`config.mk`:
```
export PLATFORM = sky130hd
export DESIGN_NAME = fib_bcd_conv
export DESIGN_NICKNAME = d
export VERILOG_FILES = /design/src/rtl/fib_bcd_conv.sv
export SDC_FILE = /design/constraint.sdc
export NUM_CORES = 1
export LEC_CHECK = 0
export BUFFER_PORTS_ARGS = -buffer_cell sky130_fd_sc_hd__buf_4
export CAP_MARGIN = 5
export CORE_MARGIN = 5
export CORE_UTILIZATION = 55
export CTS_CLUSTER_SIZE = 12
export DETAILED_ROUTE_END_ITERATION = 8
export PLACE_DENSITY = 0.77
export RECOVER_POWER = 25
export SETUP_SLACK_MARGIN = 0.5
export SLEW_MARGIN = 20
export SYNTH_ARGS = -nofsm -noshare
export SYNTH_HDL_FRONTEND = slang
export SYNTH_SLANG_ARGS = --single-unit
```
`constraint.sdc`:
```
create_clock -name clk -period 2.2 [get_ports clk]
set_clock_uncertainty 0.1 [all_clocks]
set_input_delay 0.33 -clock clk [delete_from_list [all_inputs] [get_ports clk]]
set_output_delay 0.33 -clock clk [all_outputs]
set_load 0.1 [all_outputs]
```
`src/rtl/fib_bcd_conv.sv`:
```
// Captures a binary result on the rising edge of in_valid and converts it to packed BCD
// with a bit-serial shift-add-3 engine, one bit per clock.
module fib_bcd_conv #(
    parameter int WIDTH  = 20,
    parameter int DIGITS = 7
) (
    input  logic                  clk,
    input  logic                  reset,
    input  logic [WIDTH-1:0]      result_in,
    input  logic                  in_valid,
    output logic [4*DIGITS-1:0]   bcd_out,
    output logic                  out_valid,
    output logic                  busy,
    output logic                  drop
);

    localparam int CNT_W = $clog2(WIDTH + 1);
    localparam logic [CNT_W-1:0] LAST_CNT = CNT_W'(WIDTH - 1);

    typedef enum logic {IDLE, SHIFT} state_t;

    state_t                state_reg, state_next;
    logic                  in_valid_d_reg;
    logic [CNT_W-1:0]      cnt_reg;
    logic [WIDTH-1:0]      bin_sr_reg;
    logic [4*DIGITS-1:0]   bcd_sr_reg;
    logic [4*DIGITS-1:0]   bcd_out_reg;
    logic                  out_valid_reg;
    logic                  drop_reg;

    logic                  start_edge;
    logic                  last_shift;
    logic [4*DIGITS-1:0]   bcd_adj;
    logic [4*DIGITS-1:0]   bcd_shift;
    logic [WIDTH-1:0]      bin_shift;

    assign start_edge = in_valid & ~in_valid_d_reg;
    assign last_shift = (state_reg == SHIFT) && (cnt_reg == LAST_CNT);

    // Per-digit add-3 correction; nibbles are independent, no carry between them.
    generate
        for (genvar gi = 0; gi < DIGITS; gi++) begin : g_adj
            logic [3:0] nib;
            assign nib = bcd_sr_reg[4*gi +: 4];
            assign bcd_adj[4*gi +: 4] = (nib >= 4'd5) ? nib + 4'd3 : nib;
        end
    endgenerate

    assign bcd_shift = (bcd_adj << 1) | (4*DIGITS)'(bin_sr_reg[WIDTH-1]);
    assign bin_shift = bin_sr_reg << 1;

    always_ff @(posedge clk or negedge reset) begin
        if (!reset) begin
            state_reg <= IDLE;
        end else begin
            state_reg <= state_next;
        end
    end

    always_comb begin
        state_next = state_reg;
        case (state_reg)
            IDLE:    if (start_edge) state_next = SHIFT;
            SHIFT:   if (last_shift) state_next = IDLE;
            default: state_next = IDLE;
        endcase
    end

    always_comb begin
        busy = (state_reg == SHIFT);
    end

    always_ff @(posedge clk or negedge reset) begin
        if (!reset) begin
            in_valid_d_reg <= 1'b0;
            cnt_reg        <= '0;
            bin_sr_reg     <= '0;
            bcd_sr_reg     <= '0;
            bcd_out_reg    <= '0;
            out_valid_reg  <= 1'b0;
            drop_reg       <= 1'b0;
        end else begin
            in_valid_d_reg <= in_valid;
            out_valid_reg  <= 1'b0;
            // An edge arriving mid-conversion (including the completing clock) is discarded.
            drop_reg       <= start_edge && (state_reg == SHIFT);
            case (state_reg)
                IDLE: begin
                    if (start_edge) begin
                        bin_sr_reg <= result_in;
                        bcd_sr_reg <= '0;
                        cnt_reg    <= '0;
                    end
                end
                SHIFT: begin
                    bin_sr_reg <= bin_shift;
                    bcd_sr_reg <= bcd_shift;
                    cnt_reg    <= cnt_reg + 1'b1;
                    if (last_shift) begin
                        bcd_out_reg   <= bcd_shift;
                        out_valid_reg <= 1'b1;
                    end
                end
                default: ;
            endcase
        end
    end

    assign bcd_out   = bcd_out_reg;
    assign out_valid = out_valid_reg;
    assign drop      = drop_reg;

endmodule

```
# Word level (Yosys, flattened, before mapping)
# Cells that the tools add are included.
# totals
reg_bits,85
latchBits,0
mem_bits_rw,0
romBits,0
elab_cells,50
n_memories,0
# op_classes
add_sub_neg,8
multipliers,0
div,0
n_lt_le_gt_ge,7
n_eq_ne,2
shift,0
muxes,18
n_bitwise,4
reduce_logical,3
# ops
op,count
one-hot mux 28 bit (2 select lines),1
one-hot mux 20 bit (2 select lines),1
>= comparator 4 x 3 -> 1 bit (second input constant),7
2-to-1 mux 28 bit,1
OR 28 x 1 -> 28 bit,1
adder 4 x 2 -> 4 bit (second input constant),6
2-to-1 mux 4 bit,6
2-to-1 mux 20 bit,1
one-hot mux 5 bit (2 select lines),1
adder 5 x 1 -> 5 bit (second input constant),1
== test 5 bit (second input constant),1
2-to-1 mux 5 bit,1
2-to-1 mux 1 bit,4
adder 3 x 2 -> 3 bit (second input constant),1
2-to-1 mux 3 bit,1
logical AND 1 bit,2
!= test 2 bit (second input constant),1
NOT 1 bit,2
one-hot mux 1 bit (2 select lines),1
AND reduction 2 bit,1
bitwise AND 1 bit,1

# Depth between registers and ports, before layout
# Gate-level depths: netlist of the first run.
# logic_depth
ltp_word,4
ltp_mapped,6
ltp_nobuf,6

# Worst setup path after synthesis of the first run
# OpenSTA, ideal clock, no wires.
# synth_path
path_kind,flip-flop to flip-flop
startpoint,reg state_reg (netlist: busy)
endpoint,reg bcd_out_reg[10] (netlist: bcd_out[10])
arrival_time_ns,1.913
t_required_ns,1.974
setup_slack_ns,0.061
path_stages_with_launch,6
cell_sequence,dfrtp_1 buf_2 nand4_4 inv_4 buf_12 mux2_4
# synth_between
elab_chain_len,2
# synth_lines
item,line,text
start: declaration,22,"state_t state_reg, state_next;"
start signal: assignment,56,state_reg <= state_next;
logical AND 1 bit,38,assign last_shift = (state_reg == SHIFT) && (cnt_reg == LAST_CNT);
AND reduction 2 bit (no line) *,-,
end signal: assignment,100,bcd_out_reg <= bcd_shift;
end: declaration,27,logic [4*DIGITS-1:0] bcd_out_reg;
# Every way passes the cells marked *; elsewhere a longest branch is shown, timed or not.
# A chain may end at the register's enable or synchronous reset.

# Final worst setup path of the first run
# layout_path
startpoint,reg cnt_reg[0]
endpoint,reg bcd_out_reg[1] (netlist: bcd_out[1])
# layout_between
elab_chain_len,3
# layout_lines
item,line,text
start: declaration,24,logic [CNT_W-1:0] cnt_reg;
start signal: assignment,98,cnt_reg <= cnt_reg + 1'b1;
== test 5 bit,38,
logical AND 1 bit,38,
AND reduction 2 bit (no line),-,
# No other way between the ends.

==> results of run 1 <==
area by class of cell:
class | instances | area share
Sequential cell | 85 | 0.4419
Timing Repair Buffer | 66 | 0.1084
Clock inverter | 4 | 0.009855
Clock buffer | 12 | 0.03008
Inverter | 16 | 0.01478
Tap cell | 99 | 0.02567
Multi-Input combinational cell | 237 | 0.3693
worst min-delay path by stage:
stage / cells after the start / endpoint / slack (ns) / startpoint
2_1_floorplan: 0 / bcd_out[0]$_DFFE_PN0P_ / -0.07 / reset
3_3_place_gp: 1 / bcd_out[13]$_DFFE_PN0P_ / 0.24 / reset
3_5_place_dp: 1 / bcd_out[14]$_DFFE_PN0P_ / 0.25 / reset
4_1_cts: 3 / bin_sr_reg[0]$_DFFE_PN0P_ / 0.12 / result_in[0]
5_1_grt: 3 / bin_sr_reg[0]$_DFFE_PN0P_ / 0.13 / result_in[0]
6_report: 3 / bin_sr_reg[0]$_DFFE_PN0P_ / 0.13 / result_in[0]
cell usage after synthesis (all sizes together):
master	count	share of area
a21o	1	0.0019
clkinv	1	0.00093
mux2i	26	0.064
ha	15	0.046
a22o	21	0.045
xnor2	7	0.015
nor2b	1	0.0015
xor2	3	0.0065
nor2	5	0.0059
dfrtp	85	0.52
a21oi	15	0.019
nand2b	14	0.022
nand3	3	0.0037
mux2	21	0.075
nand2	47	0.044
o31ai	1	0.0019
and2	1	0.0015
inv	15	0.015
nor3b	6	0.011
clkbuf	4	0.0037
nand4	1	0.0052
buf	13	0.025
o22ai	6	0.0093
o21ai	43	0.053
repair_timing:
action                                 4_1_cts  5_1_grt
buffers inserted                             2        2
endpoints found under the hold margin       38        0
pin swaps                                    0        1
hold buffers                                 2        0
setup endpoints to repair                    4       25
resized for setup                            5       12
worst min-delay path: stages:
cell and delay [ns]:
buf_4 0.11, nand2_1 0.05, a21oi_1 0.05
kinds of logic after synthesis:
group | after synthesis | share of synthesized area
adder cells (fa/ha/maj) | 15 | 0.04631
AND/OR/NAND/NOR | 78 | 0.09416
buffers and inverters | 33 | 0.04384
XOR/XNOR | 10 | 0.02161
multiplexers | 47 | 0.1392
AO/OA/AOI/OAI | 87 | 0.1300
flip-flops | 85 | 0.5249
cells in the final DEF, fill, tap and decap left out, types with 2 or more instances in the layout:
cell type	synthesis	final
clkinv_2	0	2
nand3_1	3	3
clkbuf_1	4	3
buf_12	2	2
dfrtp_1	85	83
clkbuf_8	0	10
o22ai_1	6	6
nor3b_1	6	6
ha_1	15	13
mux2_2	3	3
nand2_1	47	47
nor2_1	3	3
buf_4	2	59
ha_2	0	2
nor2_2	2	2
inv_1	14	14
a22o_1	21	21
xnor2_1	7	7
dlygate4sd3_1	0	2
a21oi_2	0	7
a21oi_1	15	8
nand2b_1	14	14
mux2i_1	26	26
clkinvlp_4	0	2
o21ai_0	42	42
mux2_4	18	18
xor2_1	3	3
routing by layer:
layer	part of all wire	global-route usage	routed length, µm	vias up
met3	0.043	0.04848	336	7
met2	0.48	0.3098	3727	49
met1	0.46	0.2503	3595	1366
met5	0	0	0	-
met4	0.015	0.06754	119	0
li1	-	-	-	1353
metrics by stage:
step / std cells / worst slack (ns) / hold slack (ns)
floorplan: 355 / 0.5233 / -0.06559
global placement: 497 / 0.5625 / 0.2405
detailed placement: 497 / 0.4773 / 0.2474
CTS: 517 / 0.5024 / 0.1204
global route: 519 / 0.3578 / 0.1346
finish: 519 / 0.5618 / 0.1316
==> flow_summary_export.csv, run 1 <==
group,metric,value,unit
drt,first_pass_iters,4,
yosys,ys_seq_area_frac,0.5249,
cells_and_area,antennaDiodeCount,0,
critical_path,path_delay_family,"flip-flops",
yosys,synth_nets,393,
critical_path,worstSetupPathDepth,4,
floorplanning,die_area,9185,µm²
cells_and_area,final_layout_size_suffix_gt1_frac,0.2738,
critical_path,r2r_cells,4,
placement,hpwlAfterDp,5327,µm
placement,portBuffers,53,
drt,routed_via_density,5.347,
clock_tree,cts_root_buf,"clkbuf_8",
placement,dpl-instance-area,4531,µm²
critical_path,path_max_fanout,22,
global_routing,grt_pass1_vias,2889,
drt,antenna_left,0,
critical_path,path_buf_inv,1,
sta,tightestPinTransition,1.015,ns
global_routing,grt_start_max_net_pins,40,
floorplanning,die_width,95.84,µm
clock_tree,clock_sinks,85,
floorplanning,start_util,0.5617,
clock_tree,clk_latency,0.35,ns
global_routing,grt_antenna_before_repair,0,
yosys,synth_cell_types,30,
floorplanning,num_rows,31,
yosys,synthesis.instances,355,
yosys,syn_avg_cell_area,11.42,µm²
critical_path,slowest_stage,"dfrtp_1",
critical_path,crit_start,"cnt_reg[0]$_DFFE_PN0P_",
clock_tree,h-tree-depth,3,
sta,slew_headroom,0.3231,
critical_path,required,2.33,ns
clock_tree,cts_buffer_depth,2,
critical_path,critical_path_class,"reg -> reg",
sta,fmax,0.6104,GHz
global_routing,grt-ovfl-total,0,
cells_and_area,fin_util,0.6687,
floorplanning,die_h,95.84,µm
clock_tree,clk_pin_slew_worst_paths,0.08,ns
critical_path,crit_arrival,1.77,ns
sta,final.min_clock_period,1.638,ns
global_routing,grt_use_total,0.1913,
critical_path,r2r_end,"bcd_out[1]$_DFFE_PN0P_",
drt,vias,2775,
yosys,synth_area,4053,µm²
yosys,ys_warn_count,0,
drt,drtIter0Drc,136,
clock_tree,cts_tree,"built",
sta,hold_viol_final,0,
sta,fin_crit_sh,0.7446,
floorplanning,ios,54,
placement,place.gp.congestion,0.7411,
sta,final-max-slew-violation-count,0,
cells_and_area,seqCellArea,2132,µm²
critical_path,end_kind,"flop",
drt,drc,0,
critical_path,ff2ff_setup_slack,0.56,ns
sta,rsz0062_at_grt,"yes",
sta,fin_setup_tns,0,ns
drt,drt-total-wl,7779,µm
floorplanning,core-area,7214,µm²
global_routing,grt_pass1_wl,13440,µm
cells_and_area,multi_input_area,1782,µm²
cells_and_area,final_area,4825,µm²
critical_path,cpPeakStageDelay,0.40,ns
min_path,hold_path.class,"in -> reg",
critical_path,crit_chain,"ha_1 -> nand4_4 -> inv_8 -> mux2_2",
clock_tree,cts_made_buffers,9,
yosys,synth_seq_cells,85,
cells_and_area,num-nets-final,453,
status,status,"complete, no violations",
run,maxCapViolCount,0,
critical_path,r2r_start,"cnt_reg[0]$_DFFE_PN0P_",
critical_path,cp-start-kind,"flop",
cells_and_area,n_fill_cell,560,
sta,setup_viol,0,
critical_path,endpoint,"bcd_out[1]$_DFFE_PN0P_",
drt,wl_per_cell,14.99,µm
cells_and_area,area_delta_synth_final,19.05,%
Power of run 1 is not shown: default switching activity piles up to over one toggle a cycle in this logic, so the estimate is an artifact.
==> run 2: changes to the inputs <==
==> constraint.sdc (replaced) <==
create_clock -name clk -period 1.6 [get_ports clk]
set_clock_uncertainty 0.1 [all_clocks]
set_input_delay 0.24 -clock clk [delete_from_list [all_inputs] [get_ports clk]]
set_output_delay 0.24 -clock clk [all_outputs]
set_load 0.1 [all_outputs]
==> flow_summary_export.csv, run 2 <==
group,metric,value,unit
yosys,syn_avg_cell_area,11.42,µm²
placement,portBuffers,53,
yosys,synth_area,4053,µm²
yosys,synthAdderAreaFrac,0.04631,
floorplanning,ios,54,
yosys,synth_enable_flop_cells,0,
yosys,muxShareOfSynthArea,0.1392,
global_routing,grt_start_max_net_pins,33,
yosys,synth_ff_type,"dfrtp_1",
yosys,synth.top_cells.by_count,"dfrtp_1, nand2_1, o21ai_0",
status,haltStage,"5_1_grt",
yosys,ys_warn_count,0,
clock_tree,clock_sinks,85,
yosys,synthArstFlopShare,1.000,
yosys,synth_compound_area_frac,0.1300,
yosys,synth_nets,393,
clock_tree,cts_root_buf,"clkbuf_8",
placement,dpl-instance-area,4788,µm²
clock_tree,cts_buffer_depth,2,
yosys,yosys.area_share.simple,0.09416,
floorplanning,die_width,95.84,µm
yosys,ys_top_cells_by_area,"dfrtp_1, mux2_4, mux2i_1",
yosys,ys_seq_area_frac,0.5249,
floorplanning,start_util,0.5617,
yosys,synthesis.instances,355,
clock_tree,cts_made_buffers,9,
yosys,synth_seq_cells,85,
floorplanning,die_h,95.84,µm
yosys,synth_top_family_by_area,"multiplexers",
placement,hpwlAfterDp,5659,µm
status,error_line,"[ERROR DPL-0038] Utilization greater than 100%, impossible to legalize",
placement,place.gp.congestion,0.7932,
clock_tree,h-tree-depth,3,
yosys,yosysMostFrequentCell,"dfrtp_1",
sta,postGrtWorstEndpoint,"bcd_out[22]$_DFFE_PN0P_/D",
status,status,"did not finish",
yosys,netlist.area_leader.share,0.5249,
yosys,synth-xor-area-share,0.02161,
floorplanning,num_rows,31,
yosys,synth_cell_types,30,
sta,worst_endpoint_kind,"sequential cell input",
yosys,yosys.area.top_type,"dfrtp_1",
[run 2: cell counts after synthesis]
No cell type changed its count.
[run 2: logic make-up after synthesis]
| kind of cell | Yosys count |
|---|---|
| fa+ha+maj | 15 |
| simple gates | 78 |
| xor+xnor | 10 |
| compound gates | 87 |
| mux | 47 |
| buf+inv | 33 |
| flops | 85 |
[run 2: stage by stage]
stage / setup TNS (ns) / instances / worst slack [ns] / util
2_1_floorplan: -1.328 / 355 / -0.07673 / -
3_3_place_gp: 0 / 515 / 0.02721 / 0.6637
3_5_place_dp: -0.06341 / 515 / -0.02856 / 0.6637
4_1_cts: 0 / 589 / 0.06363 / 0.8977
[run 2: timing repair]
action                                 4_1_cts
hold buffers                                 2
gates resized for setup                    223
setup endpoints to repair                  115
setup buffers                               45
cloned                                      11
endpoints found under the hold margin       24
pin swaps                                   29
==> run 3: changes to the inputs <==
--- a/config.mk
+++ b/config.mk
@@ -8,12 +8,10 @@
 export BUFFER_PORTS_ARGS = -buffer_cell sky130_fd_sc_hd__buf_4
 export CAP_MARGIN = 5
 export CORE_MARGIN = 5
-export CORE_UTILIZATION = 55
-export CTS_CLUSTER_SIZE = 12
+export CORE_UTILIZATION = 40
 export DETAILED_ROUTE_END_ITERATION = 8
-export PLACE_DENSITY = 0.77
+export PLACE_DENSITY_LB_ADDON = 0.15
 export RECOVER_POWER = 25
-export SETUP_SLACK_MARGIN = 0.5
 export SLEW_MARGIN = 20
 export SYNTH_ARGS = -nofsm -noshare
 export SYNTH_HDL_FRONTEND = slang
==> flow_summary_export.csv, run 3 (synthesized netlist as in run 1, its figures left out) <==
group,metric,value,unit
drt,drtIter0Drc,108,
floorplanning,start_util,0.4127,
global_routing,grt_pass1_vias,2998,
critical_path,crit_arrival,1.21,ns
clock_tree,clk_latency,0.35,ns
min_path,hold_path.class,"in -> reg",
critical_path,cp-start-kind,"flop",
drt,drt-total-wl,8482,µm
sta,fin_setup_tns,0,ns
cells_and_area,antennaDiodeCount,0,
critical_path,required,1.26,ns
cells_and_area,fin_util,0.5461,
critical_path,critical_path_class,"reg -> out",
drt,drc,0,
sta,final.min_clock_period,1.547,ns
clock_tree,cts_tree,"built",
global_routing,grt_use_total,0.1444,
sta,tightestPinTransition,0.6975,ns
floorplanning,core-area,9819,µm²
clock_tree,clk_pin_slew_worst_paths,0.09,ns
sta,fin_crit_sh,0.9669,
clock_tree,clock_sinks,85,
floorplanning,die_width,110.7,µm
status,status,"complete, no violations",
sta,slew_headroom,0.5350,
clock_tree,cts_buffer_depth,2,
drt,first_pass_iters,4,
global_routing,grt_start_max_net_pins,38,
clock_tree,cts_made_buffers,9,
floorplanning,die_area,12240,µm²
floorplanning,num_rows,36,
critical_path,end_kind,"primary output",
drt,routed_via_density,4.920,
global_routing,grt-ovfl-total,0,
sta,fmax,0.6464,GHz
critical_path,path_max_fanout,15,
cells_and_area,num-nets-final,488,
drt,antenna_left,0,
drt,wl_per_cell,14.43,µm
cells_and_area,layout_common_cells,"buf_4, dfrtp_1, nand2_1, o21ai_0, mux2i_1",
sta,final-max-slew-violation-count,0,
placement,place.gp.congestion,0.7511,
drt,vias,2893,
global_routing,grt_antenna_before_repair,0,
sta,hold_viol_final,0,
clock_tree,cts_root_buf,"clkbuf_8",
placement,portBuffers,53,
sta,setup_viol,0,
clock_tree,h-tree-depth,3,
floorplanning,die_h,110.7,µm
placement,hpwlAfterDp,5833,µm
floorplanning,ios,54,
cells_and_area,final_common_cell,"buf_4",
cells_and_area,area_delta_synth_final,32.32,%
run,maxCapViolCount,0,
global_routing,grt_pass1_wl,14560,µm
cells_and_area,final_layout_size_suffix_gt1_frac,0.3868,
run 3: worst paths after layout:
path / startpoint / to / slack (ns) / depth (start not counted)
max in group asynchronous: reset / busy$_DFF_PN0_ / 0.36 / 3
hold / removal: result_in[18] / bin_sr_reg[18]$_DFFE_PN0P_ / 0.07 / 3
min in group asynchronous: reset / bcd_out[14]$_DFFE_PN0P_ / 0.37 / 2
hold reg to reg: bin_sr_reg[0]$_DFFE_PN0P_ / bin_sr_reg[1]$_DFFE_PN0P_ / 0.39 / 2
setup / recovery: busy$_DFF_PN0_ / busy / 0.05 / 2
setup reg to reg: bcd_sr_reg[1]$_DFFE_PN0P_ / bcd_out[4]$_DFFE_PN0P_ / 0.06 / 5
run 3: area by class of cell:
type / instances / area, µm²
clock buffer: 9 / 123.9
clock inverter: 7 / 97.59
fill: 889 / 4457
inverter: 16 / 66.31
multi-input combinational: 237 / 1952
sequential: 85 / 2131
tap: 133 / 166.4
timing repair buffer: 101 / 825.8
run 3: layer usage:
layer / global-route usage / share of wire / vias up
li1: - / - / 1423
met1: 0.1841 / 0.45 / 1412
met2: 0.2379 / 0.49 / 51
met3: 0.04640 / 0.046 / 7
met4: 0.03695 / 0.010 / 0
met5: 0 / 0 / -
run 3: through the flow:
step	setup WS [ns]	hold WS [ns]	cell area, µm²	cells
2_1_floorplan	-0.07673	-0.1556	4063	355
3_3_place_gp	-0.01624	0.08004	4848	561
3_5_place_dp	-0.05660	0.08390	4848	561
4_1_cts	-0.05397	0.04713	5147	581
5_1_grt	-0.009167	0.05871	5363	588
6_report	0.05293	0.06797	5363	588
run 3: worst max-delay path, stage by stage (launching register included):
cell and delay [ns]:
dfrtp_4 0.51, buf_12 0.16, buf_6 0.18
run 3: timing repair:
action | CTS | global route
hold endpoints to repair | 24 | 0
hold buffers | 3 | 0
pin swaps | 2 | 8
setup buffers | 1 | 7
setup endpoints to repair | 29 | 44
gates resized for setup | 11 | 38
Power of run 3 is left out for the same reason.
